[config.mk]
export PLATFORM = sky130hd
export DESIGN_NAME = door_lock_ctrl
export DESIGN_NICKNAME = d
export VERILOG_FILES = /design/src/rtl/door_lock_ctrl.sv
export SDC_FILE = /design/constraint.sdc
export NUM_CORES = 1
export LEC_CHECK = 0
export ABC_AREA = 1
export CAP_MARGIN = 20
export CORE_UTILIZATION = 64
export CTS_BUF_LIST = sky130_fd_sc_hd__clkbuf_2
export DETAILED_ROUTE_END_ITERATION = 10
export GPL_TIMING_DRIVEN = 0
export HOLD_SLACK_MARGIN = 0.12
export PLACE_DENSITY_LB_ADDON = 0.2
export SETUP_SLACK_MARGIN = 0.05
export SLEW_MARGIN = 20
export SYNTH_ARGS = -nofsm -noshare
export SYNTH_HDL_FRONTEND = slang
export SYNTH_SLANG_ARGS = --single-unit
[constraint.sdc]
create_clock -name clk_in -period 3.29 [get_ports clk_in]
set_clock_uncertainty 0.05 [all_clocks]
set_input_delay 0.329 -clock clk_in [delete_from_list [all_inputs] [get_ports clk_in]]
set_output_delay 0.329 -clock clk_in [all_outputs]
set_load 0.02 [all_outputs]
[src/rtl/door_lock_ctrl.sv]
// Password-checking controller for the electronic door lock: collects keypad
// digits, compares/stores the code, drives the strike and reports state to h_lcd.
module door_lock_ctrl #(
  parameter int                  PW_LEN         = 4,
  parameter logic [4*PW_LEN-1:0] DEFAULT_PW     = 16'h1234,
  parameter int                  MAX_FAIL       = 3,
  parameter logic [27:0]         UNLOCK_CYCLES  = 28'd5000,
  parameter logic [27:0]         MSG_CYCLES     = 28'd2000,
  parameter logic [27:0]         LOCKOUT_CYCLES = 28'd30000
) (
  input  logic       clk_in,
  input  logic       rst_n,
  input  logic       key_valid,
  input  logic [3:0] key_code,
  output logic [2:0] state,
  output logic       eval,
  output logic       success,
  output logic       unlock,
  output logic [2:0] digit_cnt
);

  localparam int                PW_W       = 4 * PW_LEN;
  localparam int                FAIL_W     = $clog2(MAX_FAIL + 1);
  localparam logic [2:0]        LEN_C      = 3'(PW_LEN);
  localparam logic [FAIL_W-1:0] MAX_FAIL_C = FAIL_W'(MAX_FAIL);

  // Encoding doubles as the LCD message index, so the values are fixed.
  typedef enum logic [2:0] {
    S_IDLE    = 3'd0,
    S_ENTER   = 3'd1,
    S_CHECK   = 3'd2,
    S_OPEN    = 3'd3,
    S_FAIL    = 3'd4,
    S_LOCKOUT = 3'd5,
    S_NEW_PW  = 3'd6,
    S_SAVED   = 3'd7
  } state_t;

  state_t            r_state, w_state_nxt;
  logic [27:0]       r_timer, w_timer_nxt, w_limit;
  logic [PW_W-1:0]   r_buf, w_buf_nxt, w_buf_shift;
  logic [PW_W-1:0]   r_stored, w_stored_nxt;
  logic [2:0]        r_cnt, w_cnt_nxt;
  logic [FAIL_W-1:0] r_fail, w_fail_nxt;
  logic              r_match, w_match_nxt;
  logic              r_eval, r_success, r_unlock;
  logic              w_eval_nxt, w_success_nxt, w_unlock_nxt;
  logic              w_digit, w_clr, w_ent, w_chg, w_timed, w_expire;

  always_comb begin
    w_digit     = key_valid && (key_code <= 4'd9);
    w_clr       = key_valid && (key_code == 4'hA);
    w_ent       = key_valid && (key_code == 4'hB);
    w_chg       = key_valid && (key_code == 4'hC);
    w_buf_shift = PW_W'({r_buf, key_code});
    w_timed     = 1'b1;
    w_limit     = '0;
    case (r_state)
      S_OPEN:          w_limit = UNLOCK_CYCLES - 28'd1;
      S_FAIL, S_SAVED: w_limit = MSG_CYCLES - 28'd1;
      S_LOCKOUT:       w_limit = LOCKOUT_CYCLES - 28'd1;
      default:         w_timed = 1'b0;
    endcase
    w_expire = w_timed && (r_timer == w_limit);
  end

  always_comb begin
    w_state_nxt  = r_state;
    w_buf_nxt    = r_buf;
    w_cnt_nxt    = r_cnt;
    w_stored_nxt = r_stored;
    w_match_nxt  = r_match;
    w_fail_nxt   = r_fail;
    case (r_state)
      S_IDLE: begin
        if (w_digit) begin
          w_state_nxt = S_ENTER;
          w_buf_nxt   = PW_W'(key_code);
          w_cnt_nxt   = 3'd1;
        end
      end
      S_ENTER, S_NEW_PW: begin
        if (w_digit) begin
          if (r_cnt < LEN_C) begin
            w_buf_nxt = w_buf_shift;
            w_cnt_nxt = r_cnt + 3'd1;
          end
        end else if (w_clr) begin
          w_state_nxt = S_IDLE;
        end else if (w_ent) begin
          // The compare result is latched here because the buffer is wiped on exit.
          if (r_state == S_ENTER) begin
            if (r_cnt == LEN_C) begin
              w_match_nxt = (r_buf == r_stored);
              w_state_nxt = S_CHECK;
            end else begin
              w_state_nxt = S_FAIL;
            end
          end else if (r_cnt == LEN_C) begin
            w_stored_nxt = r_buf;
            w_state_nxt  = S_SAVED;
          end else begin
            w_state_nxt = S_IDLE;
          end
        end
        if (w_state_nxt != r_state) begin
          w_buf_nxt = '0;
          w_cnt_nxt = '0;
        end
      end
      S_CHECK: w_state_nxt = r_match ? S_OPEN : S_FAIL;
      S_OPEN: begin
        if (w_expire)   w_state_nxt = S_IDLE;
        else if (w_chg) w_state_nxt = S_NEW_PW;
      end
      S_FAIL: begin
        if (w_expire) w_state_nxt = (r_fail == MAX_FAIL_C) ? S_LOCKOUT : S_IDLE;
      end
      S_LOCKOUT: begin
        if (w_expire) begin
          w_state_nxt = S_IDLE;
          w_fail_nxt  = '0;
        end
      end
      S_SAVED: begin
        if (w_expire) w_state_nxt = S_IDLE;
      end
      default: w_state_nxt = S_IDLE;
    endcase

    if ((w_state_nxt == S_FAIL) && (r_state != S_FAIL) && (r_fail != MAX_FAIL_C))
      w_fail_nxt = r_fail + 1'b1;
    if ((r_state == S_CHECK) && r_match)
      w_fail_nxt = '0;

    w_timer_nxt   = (w_state_nxt != r_state) ? 28'd0 : r_timer + 28'd1;
    w_eval_nxt    = (w_state_nxt == S_OPEN) || (w_state_nxt == S_FAIL) ||
                    (w_state_nxt == S_SAVED);
    w_success_nxt = (w_state_nxt == S_OPEN) || (w_state_nxt == S_SAVED);
    w_unlock_nxt  = (w_state_nxt == S_OPEN);
  end

  always_ff @(posedge clk_in or negedge rst_n) begin
    if (!rst_n) begin
      r_state   <= S_IDLE;
      r_timer   <= '0;
      r_buf     <= '0;
      r_cnt     <= '0;
      r_stored  <= DEFAULT_PW;
      r_match   <= 1'b0;
      r_fail    <= '0;
      r_eval    <= 1'b0;
      r_success <= 1'b0;
      r_unlock  <= 1'b0;
    end else begin
      r_state   <= w_state_nxt;
      r_timer   <= w_timer_nxt;
      r_buf     <= w_buf_nxt;
      r_cnt     <= w_cnt_nxt;
      r_stored  <= w_stored_nxt;
      r_match   <= w_match_nxt;
      r_fail    <= w_fail_nxt;
      r_eval    <= w_eval_nxt;
      r_success <= w_success_nxt;
      r_unlock  <= w_unlock_nxt;
    end
  end

  assign state     = r_state;
  assign eval      = r_eval;
  assign success   = r_success;
  assign unlock    = r_unlock;
  assign digit_cnt = r_cnt;

endmodule

# Yosys cells after proc, flatten, opt, wreduce, memory -nomap -nowiden
# Cells that the tools add are included.
# W data, S select, Z words.
# word_totals
ff_bits	72
inputBits	7
memories	0
latch_bits	0
elab_cells	97
mem_bits_ro	0
ram_bits	0
# classes
div_mod_pow	0
add_sub_neg	3
n_shift	0
mux	32
multipliers	0
bitwise_logic	3
order_cmp	2
reduce_logical	23
n_eq_ne	24
# op_table
op	count
$mux W16	4
$mux W3	18
$pmux W15 S3	1
$pmux W16 S2	1
$add A28 B1 Y28 const B	1
$eq A28 B28 Y1	1
$mux W28	1
$eq A3 B3 Y1 const B	7
$pmux W3 S6	1
$eq A16 B16 Y1	1
$eq A4 B4 Y1 const B	3
$reduce_and A6 Y1	2
$eq A3 B2 Y1 const B	3
$ne A3 B3 Y1 const B	3
$logic_and A1 B1 Y1	8
$mux W2	4
$ne A3 B3 Y1	2
$pmux W3 S2	1
$reduce_bool A3 Y1	2
$reduce_or A2 Y1	3
$le A4 B4 Y1 const B	1
$ne A2 B2 Y1 const B	2
$reduce_and A4 Y1	1
$reduce_or A4 Y1	1
other kinds (11)	15

# Depth between registers and ports, before layout
# logic_depth
depth_word	13
depth_mapped	20
mapped_depth_nobuf	18

# Worst setup path before layout
# No wires, ideal clock.
# synth_timing
path_type	register to register
start	register r_state[2] (netlist: state[2])
end	register r_cnt[2] (netlist: digit_cnt[2])
arrival_time_ns	2.400
n_path_buf	4
period_less_slack_ns	2.515
slack_ns	0.775
path_stages_with_launch	18
cell_sequence	dfrtp_1 > buf_4 > buf_6 > nor2_1 > inv_1 > ha_1 > nand2_1 > o21ai_0 > nor2_1 > xor2_1 > inv_1 > nand2_2 > nand2_1 > nand2_1 > buf_4 > buf_2 > nand3_1 > nand2_1
# synth_via
elab_chain_len	9
# synth_rtl
element	line	rtl
start, declared	39	state_t r_state, w_state_nxt;
start signal, assigned	156	r_state <= w_state_nxt;
$eq A3 B1 Y1	74, 92	
$mux W3	92	if (r_state == S_ENTER) begin
$mux W3	90	end else if (w_ent) begin
$mux W3	88	end else if (w_clr) begin
$mux W3	83	if (w_digit) begin
$mux W3	74	case (r_state)
$ne A3 B3 Y1	106	if (w_state_nxt != r_state) begin
$ne A3 B3 Y1 (no source line) / $mux W3 (equally long branches)	n/a	
$reduce_and A4 Y1 (no source line) / $pmux W3 S2 (equally long branches)	n/a	
end signal, assigned	159	r_cnt <= w_cnt_nxt;
end, declared	43	logic [2:0] r_cnt, w_cnt_nxt;
# Parallel ways exist; a longest one is shown, timed or not. The select of a mux whose other input is x is not followed.
# A chain may end at the register's enable or synchronous reset.

# Worst setup path in the final report
# layout_timing
start	register r_state[1] (netlist: state[1])
end	register r_buf[14]
# layout_via
elab_chain_len	9
# layout_rtl
element	line	rtl
$eq A3 B1 Y1	74, 92	
$mux W3	92	
$mux W3	90	
$mux W3	88	
$mux W3	83	
$mux W3	74	
$ne A3 B3 Y1	106	
$ne A3 B3 Y1 (no source line) / $mux W16 (equally long branches)	n/a	
$reduce_and A4 Y1 (no source line) / $pmux W16 S2 (equally long branches)	n/a	
end signal, assigned	158	r_buf <= w_buf_nxt;
end, declared	41	logic [PW_W-1:0] r_buf, w_buf_nxt, w_buf_shift;
# Parallel ways exist; a longest one is shown, timed or not. The select of a mux whose other input is x is not followed.

==> results.yml <==
layout:
  drive_above_1_share: 0.1388
  diodes: 0
  area_growth_pct: 9.668
  mostFrequentLayoutCells: "145 x nand2_1, 70 x nor2_1, 67 x dfrtp_1, 66 x inv_1, 48 x nand3_1"
  nets: 605
  final_common_cell: "nand2_1"
clocking:
  cts_tree: "yes"
  cts_buffers: 9
  cts-root-buf: "clkbuf_2"
  clk_pin_slew_ns: 0.20
  clk_path_buf_depth: 2
  cts_max_level: 3
  hold_buffers: 1
  clkLatencyLatePin_ns: 0.51
  cts_resized: 0
  post-cts-setup-buffers: 0
  clkSinkCount: 72
sta:
  setup_tns_ns: 0
  finalCriticalPeriod_ns: 2.876
  setup_viol: 0
  slew_headroom: 0.6740
  grt_setup_unrepaired: "false"
  min_period_over_period: 0.8742
  fmax_mhz: 347.7
  report.final.slew_viol_count: 0
  tightestPinTransition_ns: 0.4889
  hold_viol: 0
routing:
  routed_wl_mm: 8.794
  dr.pass1.iters: 7
  ant_nets: 0
  routedWlPerCell_um: 13.03
  num_vias: 3598
  drc: 0
  viasPerCell: 5.330
  drt_iter0_drc: 195
die:
  ios: 16
  dieHeight_um: 84.67
  num_rows: 29
  start_util: 0.6773
  die_w_um: 84.67
  dieArea_um2: 7169
  core_um2: 6459
grt:
  antenna_found_initial: 0
  grt_max_degree: 49
  grt_first_pass_wirelength_mm: 15.57
  grt_usage: 0.2721
  grt_pass1_vias: 3553
  grt-ovfl-total: 0
place:
  portBuffers: 15
  gp_congestion: 0.9051
  dpl.hpwl_mm: 6.478
logic_synthesis:
  synth_area_leaders: "dfrtp_1 38%, nand2_1 12%, nor2_1 6.0%, xor2_1 6.0%, inv_1 5.7%"
  synth_flop_cell: "dfrtp_1"
  yosys_warnings: 0
  yosysTopAreaCellShare: 0.3833
  yosysUniqueCellTypes: 39
  synth.ff_latch_count: 72
  synth_area_um2: 4374
  ys_async_sr_fraction: 1.000
  synth_largest_area_cell: "dfrtp_1"
  syn_inst: 565
  avgSynthCellArea_um2: 7.742
  seq_area_frac_synth: 0.4133
  synth_edf_count: 0
  synth_nets: 577
pwr:
  sw_frac_of_total: 0.2383
  powerDensity_nw_per_um2: 317.4
  power_mw: 1.523
  power_frac_comb: 0.034
  p_int_mw: 1.160
  p_sw_mw: 0.3628
  ir_drop_uv: 200.8
  seq_power_share: 0.586
  clkPwrFrac: 0.380
  p_leak_nw: 2.327
worst_setup_path:
  crit_chain: "buf_6 > inv_4 > nand2_1 > nor2_1 > inv_1 > ha_1 > nand2_1 > o21ai_0 > nor2_1 > xor2_1 > inv_1 > nand2_2 > nand2_1 > nand2_1 > buf_4 > buf_2 > nand3_1 > nand2_1"
  worst_setup_path_end_kind: "flop"
  cp_top_family: "simple AND/OR/NAND/NOR gates"
  cpPeakStageDelay_ns: 0.44
  crit_path_start_kind: "flop"
  worstPathRequired_ns: 3.70
  timing.rr.start: "state[1]$_DFF_PN0_"
  slowest_stage: "dfrtp_1"
  cp.arrival_ns: 3.29
  r2r_end: "r_buf[14]$_DFFE_PN0P_"
  reg2reg_slack_ns: 0.41
  path_max_fanout: 10
  worstSetupPathType: "reg -> reg"
  path_common_cell: "nand2_1"
  reg2reg_depth: 18
  cp.buffers_inverters: 6
min_path:
  min_path_type: "in -> async"
outcome:
  status: "complete, no violations"
job:
  maxCapViolCount: 0
-- sequential cells by signal, summed over array words and instances (netlist names) --
signal / cells
digit_cnt: 3
eval: 1
r_buf: 16
r_fail: 2
r_match: 1
r_stored: 16
r_timer: 28
state: 3
success: 1
unlock: 1
-- cell type report --
type                    count  area, um2
plain buffers              16      123.9
clock buffers               9      45.04
clock inverters             7      96.34
fillers                   519       1662
inverters                  70      267.8
multi-input cells         407       2175
flip-flops and latches     72       1808
well taps                  77      96.34
repair buffers             17      185.2
-- power by group through the flow --
stage	sequential, mW	clock, mW	combinational [mW]
after CTS	0.892	0.594	0.0530
after detailed placement	0.907	0	0.0519
after global routing	0.893	0.635	0.0591
after floorplan	0.906	0	0.0176
final	0.892	0.579	0.0518
after global placement	0.907	0	0.0463
-- synthesized netlist by cell type, types with 5 or more instances --
| master | instances |
|---|---|
| nand2_1 | 145 |
| nor2_1 | 70 |
| dfrtp_1 | 67 |
| inv_1 | 66 |
| nand3_1 | 48 |
| xor2_1 | 30 |
| nor2_4 | 20 |
| o21ai_0 | 20 |
| nand4_1 | 11 |
| nor2_2 | 9 |
| nor3_1 | 7 |
| a21oi_1 | 6 |
| xnor2_1 | 6 |
| dfstp_2 | 5 |
| ha_1 | 5 |
| nand2_2 | 5 |
| nor4_1 | 5 |
-- worst reg2reg max path, delay by kind of cell (launching register included) --
kind | cells | cell delay (ns)
compound gates | 1 | 0.09
fa+ha+maj | 1 | 0.27
buf+inv | 6 | 0.81
xor+xnor | 1 | 0.17
flops | 1 | 0.44
simple gates | 9 | 0.99
-- per-layer routing --
layer	vias to the layer above	global-route usage	wire length [um]	part of all wire
li1	1836	-	-	-
met1	1678	0.3408	3991	0.45
met2	71	0.4649	4332	0.49
met3	13	0.05015	322	0.037
met4	0	0.1125	148	0.017
met5	-	0	0	0
-- kinds of logic after synthesis --
family	synth area share
DFF	0.4133
adders and majority gates	0.01430
muxes	0.005148
and+or+nand+nor	0.3630
xor gates and xnor gates	0.07208
buffers and inverters	0.08953
AOI/OAI and AO/OA	0.04262
-- per-stage QoR --
step	cells	hold WS (ns)	area (um2)	utilization	worst slack, ns
final	675	0.1811	4797	0.7427	0.4137
after global routing	675	0.1642	4797	0.7427	0.1949
after CTS	675	0.1638	4797	0.7427	0.4847
after detailed placement	658	0.2099	4646	0.7193	0.4218
after global placement	657	0.4156	4621	0.7154	-0.4947
after floorplan	565	-0.01659	4374	-	0.7750
-- worst max-delay path by stage --
stage / start / to / slack [ns] / cells past startpoint
detailed placement: key_code[3] / r_buf[14]$_DFFE_PN0P_ / 0.42 / 14
CTS: state[1]$_DFF_PN0_ / r_buf[14]$_DFFE_PN0P_ / 0.48 / 18
global placement: rst_n / r_timer[19]$_DFF_PN0_ / -0.49 / 1
global route: state[1]$_DFF_PN0_ / digit_cnt[2]$_DFFE_PN0P_ / 0.19 / 18
finish: state[1]$_DFF_PN0_ / r_buf[14]$_DFFE_PN0P_ / 0.41 / 18
floorplan: state[2]$_DFF_PN0_ / digit_cnt[2]$_DFFE_PN0P_ / 0.77 / 17
Power figures use the tool's default switching activity.
